## config.mk

```make
export PLATFORM = sky130hd
export DESIGN_NAME = btn_select_debounce
export DESIGN_NICKNAME = d
export VERILOG_FILES = /design/src/rtl/btn_pkg.sv /design/src/rtl/debounce_bit.sv /design/src/rtl/btn_select_debounce.sv
export SDC_FILE = /design/constraint.sdc
export NUM_CORES = 1
export LEC_CHECK = 0
export BUFFER_PORTS_ARGS = -buffer_cell sky130_fd_sc_hd__buf_2
export CORE_MARGIN = 3
export CORE_UTILIZATION = 35
export DETAILED_ROUTE_END_ITERATION = 7
export SLEW_MARGIN = 15
export SYNTH_ARGS = -nofsm -noshare
export SYNTH_HDL_FRONTEND = slang
export SYNTH_SLANG_ARGS = --single-unit
```

## constraint.sdc

```tcl
create_clock -name clk -period 3.8 [get_ports clk]
set_input_delay 0.19 -clock clk [delete_from_list [all_inputs] [get_ports clk]]
set_output_delay 0.19 -clock clk [all_outputs]
set_load 0.1 [all_outputs]
```

## src/rtl/btn_pkg.sv

```systemverilog
// -----------------------------------------------------------------------------
// btn_pkg
// Shared definitions for the button selection path feeding LED3_control.
//   NUM_BTN          : button count (fixed at 8 by the LED3_control connection)
//   INIT_SEL_DEFAULT : selection presented after reset (one-hot)
//   btn_vec_t        : one bit per button
//   onehot_lowest()  : isolates the lowest set bit of a button vector
// -----------------------------------------------------------------------------
package btn_pkg;

    localparam int NUM_BTN = 8;

    typedef logic [NUM_BTN-1:0] btn_vec_t;

    localparam btn_vec_t INIT_SEL_DEFAULT = 8'b0000_0001;

    // Two's-complement trick: v & -v keeps only the lowest set bit, so
    // simultaneous presses resolve to the lowest index. Zero maps to zero.
    function automatic btn_vec_t onehot_lowest(input btn_vec_t v);
        return v & (~v + btn_vec_t'(1));
    endfunction

endpackage

```

## src/rtl/debounce_bit.sv

```systemverilog
// -----------------------------------------------------------------------------
// debounce_bit
// One button lane: 2-flop synchroniser, stability counter, accepted (stable)
// level and a registered one-cycle pulse on each accepted 0->1 transition.
// Ports:
//   clk     : system clock, rising edge
//   rst     : asynchronous, active-low reset
//   i_raw   : asynchronous pin level, already polarity-corrected (1 = pressed)
//   o_level : debounced level
//   o_rise  : combinational, high in the cycle right after o_level rises
//   o_pulse : o_rise registered; high for exactly one cycle per press
// -----------------------------------------------------------------------------
module debounce_bit #(
    parameter int DEBOUNCE_CYCLES = 10000
) (
    input  logic clk,
    input  logic rst,
    input  logic i_raw,
    output logic o_level,
    output logic o_rise,
    output logic o_pulse
);

    localparam int              CNT_W   = $clog2(DEBOUNCE_CYCLES);
    localparam logic [CNT_W-1:0] CNT_MAX = CNT_W'(DEBOUNCE_CYCLES - 1);

    logic             r_sync1;
    logic             r_sync2;
    logic             r_stable;
    logic             r_stable_d;
    logic             r_pulse;
    logic [CNT_W-1:0] r_cnt;

    // NOTE: every flop in a clocked block uses <= so all of them sample the
    // pre-edge values; blocking = here would collapse the synchroniser chain.
    always_ff @(posedge clk or negedge rst) begin
        if (!rst) begin
            r_sync1    <= 1'b0;
            r_sync2    <= 1'b0;
            r_stable   <= 1'b0;
            r_stable_d <= 1'b0;
            r_pulse    <= 1'b0;
            r_cnt      <= '0;
        end else begin
            r_sync1    <= i_raw;
            r_sync2    <= r_sync1;
            r_stable_d <= r_stable;
            r_pulse    <= o_rise;

            // Any return to the accepted level restarts the count, so only an
            // unbroken run of DEBOUNCE_CYCLES mismatching cycles is accepted.
            if (r_sync2 == r_stable) begin
                r_cnt <= '0;
            end else if (r_cnt == CNT_MAX) begin
                r_stable <= r_sync2;
                r_cnt    <= '0;
            end else begin
                r_cnt <= r_cnt + CNT_W'(1);
            end
        end
    end

    assign o_level = r_stable;
    assign o_rise  = r_stable & ~r_stable_d;
    assign o_pulse = r_pulse;

endmodule

```

## src/rtl/btn_select_debounce.sv

```systemverilog
// -----------------------------------------------------------------------------
// btn_select_debounce
// Debounces eight raw button pins and keeps a held one-hot selection for
// LED3_control: the most recent debounced press owns the selection.
// Ports:
//   clk       : 1 MHz system clock, rising edge
//   rst       : asynchronous, active-low reset
//   btn_raw   : asynchronous button pins (polarity set by BTN_ACTIVE_HIGH)
//   btn       : held one-hot selection (always exactly one bit set)
//   btn_pulse : one-cycle pulse per debounced press, releases give no pulse
//   btn_level : debounced pressed level per button
// -----------------------------------------------------------------------------
module btn_select_debounce
    import btn_pkg::*;
#(
    parameter int       NUM_BTN         = btn_pkg::NUM_BTN,
    parameter int       DEBOUNCE_CYCLES = 10000,
    parameter btn_vec_t INIT_SEL        = btn_pkg::INIT_SEL_DEFAULT,
    parameter bit       BTN_ACTIVE_HIGH = 1'b1
) (
    input  logic               clk,
    input  logic               rst,
    input  logic [NUM_BTN-1:0] btn_raw,
    output logic [NUM_BTN-1:0] btn,
    output logic [NUM_BTN-1:0] btn_pulse,
    output logic [NUM_BTN-1:0] btn_level
);

    logic [NUM_BTN-1:0] w_btn_in;
    logic [NUM_BTN-1:0] w_level;
    logic [NUM_BTN-1:0] w_rise;
    logic [NUM_BTN-1:0] w_pulse;
    logic [NUM_BTN-1:0] w_sel_next;
    logic [NUM_BTN-1:0] r_btn;

    // Inversion happens ahead of the synchroniser so every lane downstream
    // works in "1 = pressed" terms regardless of board wiring.
    assign w_btn_in = BTN_ACTIVE_HIGH ? btn_raw : ~btn_raw;

    for (genvar i = 0; i < NUM_BTN; i++) begin : g_bit
        debounce_bit #(
            .DEBOUNCE_CYCLES (DEBOUNCE_CYCLES)
        ) u_debounce_bit (
            .clk     (clk),
            .rst     (rst),
            .i_raw   (w_btn_in[i]),
            .o_level (w_level[i]),
            .o_rise  (w_rise[i]),
            .o_pulse (w_pulse[i])
        );
    end

    // The selection is driven from the unregistered rise so that btn changes
    // on the same edge that raises btn_pulse. Because w_rise is non-zero
    // whenever it is used, the loaded value is always one-hot.
    always_comb begin
        // NOTE: default first so every path assigns w_sel_next; otherwise a
        // latch would be inferred to hold the value.
        w_sel_next = r_btn;
        if (|w_rise) begin
            w_sel_next = onehot_lowest(w_rise);
        end
    end

    always_ff @(posedge clk or negedge rst) begin
        if (!rst) begin
            r_btn <= INIT_SEL;
        end else begin
            r_btn <= w_sel_next;
        end
    end

    assign btn       = r_btn;
    assign btn_pulse = w_pulse;
    assign btn_level = w_level;

endmodule

```

==> results.json <==
{
  "vias_per_cell": 4.661,
  "synth-edff-count": 0,
  "final.setup.tns_ns": 0,
  "ys_seq_area_share_pct": 56.27,
  "synthCells": 664,
  "diodes": 0,
  "whs_ns": 0.3468,
  "start_util_pct": 36.10,
  "synth_warnings": 0,
  "crit_type": "reg2reg",
  "grt_max_degree": 84,
  "cts.sinks": 160,
  "globalRoute.totalOverflow": 0,
  "io_pins": 34,
  "drc_errors": 0,
  "detail_route.first_pass.iterations": 4,
  "crit_chain": "or4b_1 > or4_4 > nand2_1 > nor2_1",
  "wire_per_inst_um": 12.98,
  "hold_path.class": "reg2reg",
  "dieWidth_um": 148.6,
  "reg2reg_slack_ns": 1.69,
  "yosysTopAreaCellShare_pct": 55.90,
  "status": "finished clean",
  "path_clk_slew_ns": 0.06,
  "fin_crit_ns": 2.107,
  "synth_top_area_cell": "dfrtp_1",
  "power-per-cell-area_nw_per_um2": 441.2,
  "num-fill-cells": 1890,
  "core_um2": 19720,
  "async_flop_share_pct": 100.0,
  "multi_input_area_um2": 2861,
  "power.leakage_uw": 0.003569,
  "hpwl_um": 8329,
  "track_usage_pct": 12.12,
  "hold_viol": 0,
  "cp_max_fo": 13,
  "max_slew.worst_pin.slew_ns": 0.7310,
  "rsz0062_at_grt": "no",
  "maxSlewViolCount": 0,
  "drtIter0Drc": 174,
  "ys_types": 34,
  "ant_nets": 0,
  "post_cts_buffers": 0,
  "io_buffers": 33,
  "top_layer": "met4",
  "grt_pass1_vias": 4341,
  "worstSetupStartpointType": "register",
  "worst_slack_ns": 1.693,
  "fin_skew_ns": 0.01174,
  "arrival_ns": 2.39,
  "syn_area_um2": 7118,
  "max_slew_margin_pct": 51.27,
  "synth_area_leaders": "dfrtp_1 (56%), xnor2_1 (9.1%), nor2_1 (7.0%), xor2_1 (3.7%), ha_1 (2.8%)",
  "cpPeakStageDelay_ns": 0.56,
  "die-area_um2": 22080,
  "cts-htree-levels": 4,
  "route.met2.wl_um": 5586,
  "areaGrowthSynthToFinish_pct": 14.27,
  "syn_nets": 690,
  "drt_wl_total_um": 12660,
  "area.sequential_um2": 4005,
  "hold_buffers": 9,
  "crit_path_top_delay_cell": "or4_4",
  "pre_cts_slack_ns": 1.694,
  "antenna_found_initial": 0,
  "gp_congestion": 0.7912,
  "crit_path_end_kind": "register",
  "wl_met1_um": 6303,
  "cts_resized": 0,
  "cts_buffer_depth": 2,
  "fin_util_pct": 41.25,
  "drv_cap": 0,
  "final_nets": 723,
  "total_power_uw": 3589,
  "postSynthRegisterBits": 160,
  "grt_first_pass_wirelength_um": 21220,
  "fmaxAchievable_ghz": 0.4745,
  "cts_tree": "done",
  "ir_drop_mv": 0.2816,
  "layout-drive-gt1-share_pct": 11.55,
  "ys_dominant_reg_cell": "dfrtp_1",
  "rows": 51,
  "cts_buffers": 17,
  "die_y_um": 148.6,
  "vias": 4544,
  "wl_met3_um": 575,
  "required_ns": 4.08,
  "syn_area_per_cell_um2": 10.72,
  "cts_root_buf": "clkbuf_16",
  "setup_violations": 0,
  "clk_latency_ns": 0.42,
  "synthMostInstantiatedCell": "dfrtp_1",
  "post-route-period-util_pct": 55.45,
  "netlist_top_cells_count": "dfrtp_1 (159), nor2_1 (133), xnor2_1 (74)"
}
## critical path: cells and delay by family, from the launching register on
| kind | cells | cell delay (ns) |
|---|---|---|
| simple gates | 4 | 1.55 |
| flops | 1 | 0.42 |
## cell type report
class	instances	share of cell area, %
well taps	265	4.076
repair buffers	43	3.461
inverters	16	0.7383
multi-input cells	459	35.18
flip-flops and latches	160	49.24
clock inverters	13	1.861
clock buffers	19	5.445
## through the flow
stage | std cells | area [µm²]
floorplan | 664 | 7118
global placement | 934 | 7450
detailed placement | 934 | 7450
CTS | 975 | 8134
global route | 975 | 8134
finish | 975 | 8134
## cell usage in the layout, fill, tap and decap left out, types with 17 or more instances in the layout
master	n
nor3_1	28
nand3_1	39
xor2_1	30
clkbuf_16	17
nand4_1	27
buf_2	32
xnor2_1	74
nand2_1	32
dfrtp_1	159
nor2_1	133
## state kept, by name, indices dropped and copies added, names as in the netlist
| signal | count |
|---|---|
| g_bit.u_debounce_bit.r_sync2 | 8 |
| btn | 8 |
| g_bit.u_debounce_bit.r_stable_d | 8 |
| g_bit.u_debounce_bit.o_pulse | 8 |
| g_bit.u_debounce_bit.r_cnt | 112 |
| g_bit.u_debounce_bit.r_sync1 | 8 |
| g_bit.u_debounce_bit.o_level | 8 |
## power breakdown
group          switching (µW)  leakage, µW  internal, µW
logic                    69.4      0.00111          35.7
registers                30.8      0.00217          1730
clock network             721     0.000283           999
total                     822      0.00357          2770
## path summary, 6_finish.rpt
| kind | start | end | depth (start not counted) |
|---|---|---|---|
| min in group asynchronous | rst | g_bit[2].u_debounce_bit.r_cnt[10] | 2 |
| worst max register to register | g_bit[2].u_debounce_bit.r_cnt[6] | g_bit[2].u_debounce_bit.r_cnt[7] | 4 |
| worst min-delay path | g_bit[5].u_debounce_bit.r_sync1 | g_bit[5].u_debounce_bit.r_sync2 | 0 |
| max in group asynchronous | rst | btn[0] | 3 |
| worst min register to register | g_bit[5].u_debounce_bit.r_sync1 | g_bit[5].u_debounce_bit.r_sync2 | 0 |
| worst max-delay path | g_bit[2].u_debounce_bit.r_cnt[6] | g_bit[2].u_debounce_bit.r_cnt[7] | 4 |
## kinds of logic (layout without fill, tap and decap cells)
family | after synthesis | count (layout) | share of synthesized area, %
AND/OR/NAND/NOR | 324 | 324 | 22.54
flip-flops | 160 | 160 | 56.27
XOR/XNOR | 104 | 104 | 12.80
buffers and inverters | 45 | 91 | 3.533
adder cells (fa/ha/maj) | 16 | 16 | 2.812
multiplexers | 8 | 8 | 1.318
AO/OA/AOI/OAI | 7 | 7 | 0.7383
## metal layers
layer  vias up  track usage [%]
met5         -                0
met4         0            4.573
met3        16            4.052
met2        50            18.14
met1      2190            16.40
li1       2288                -
Power figures use the tool's default switching activity.
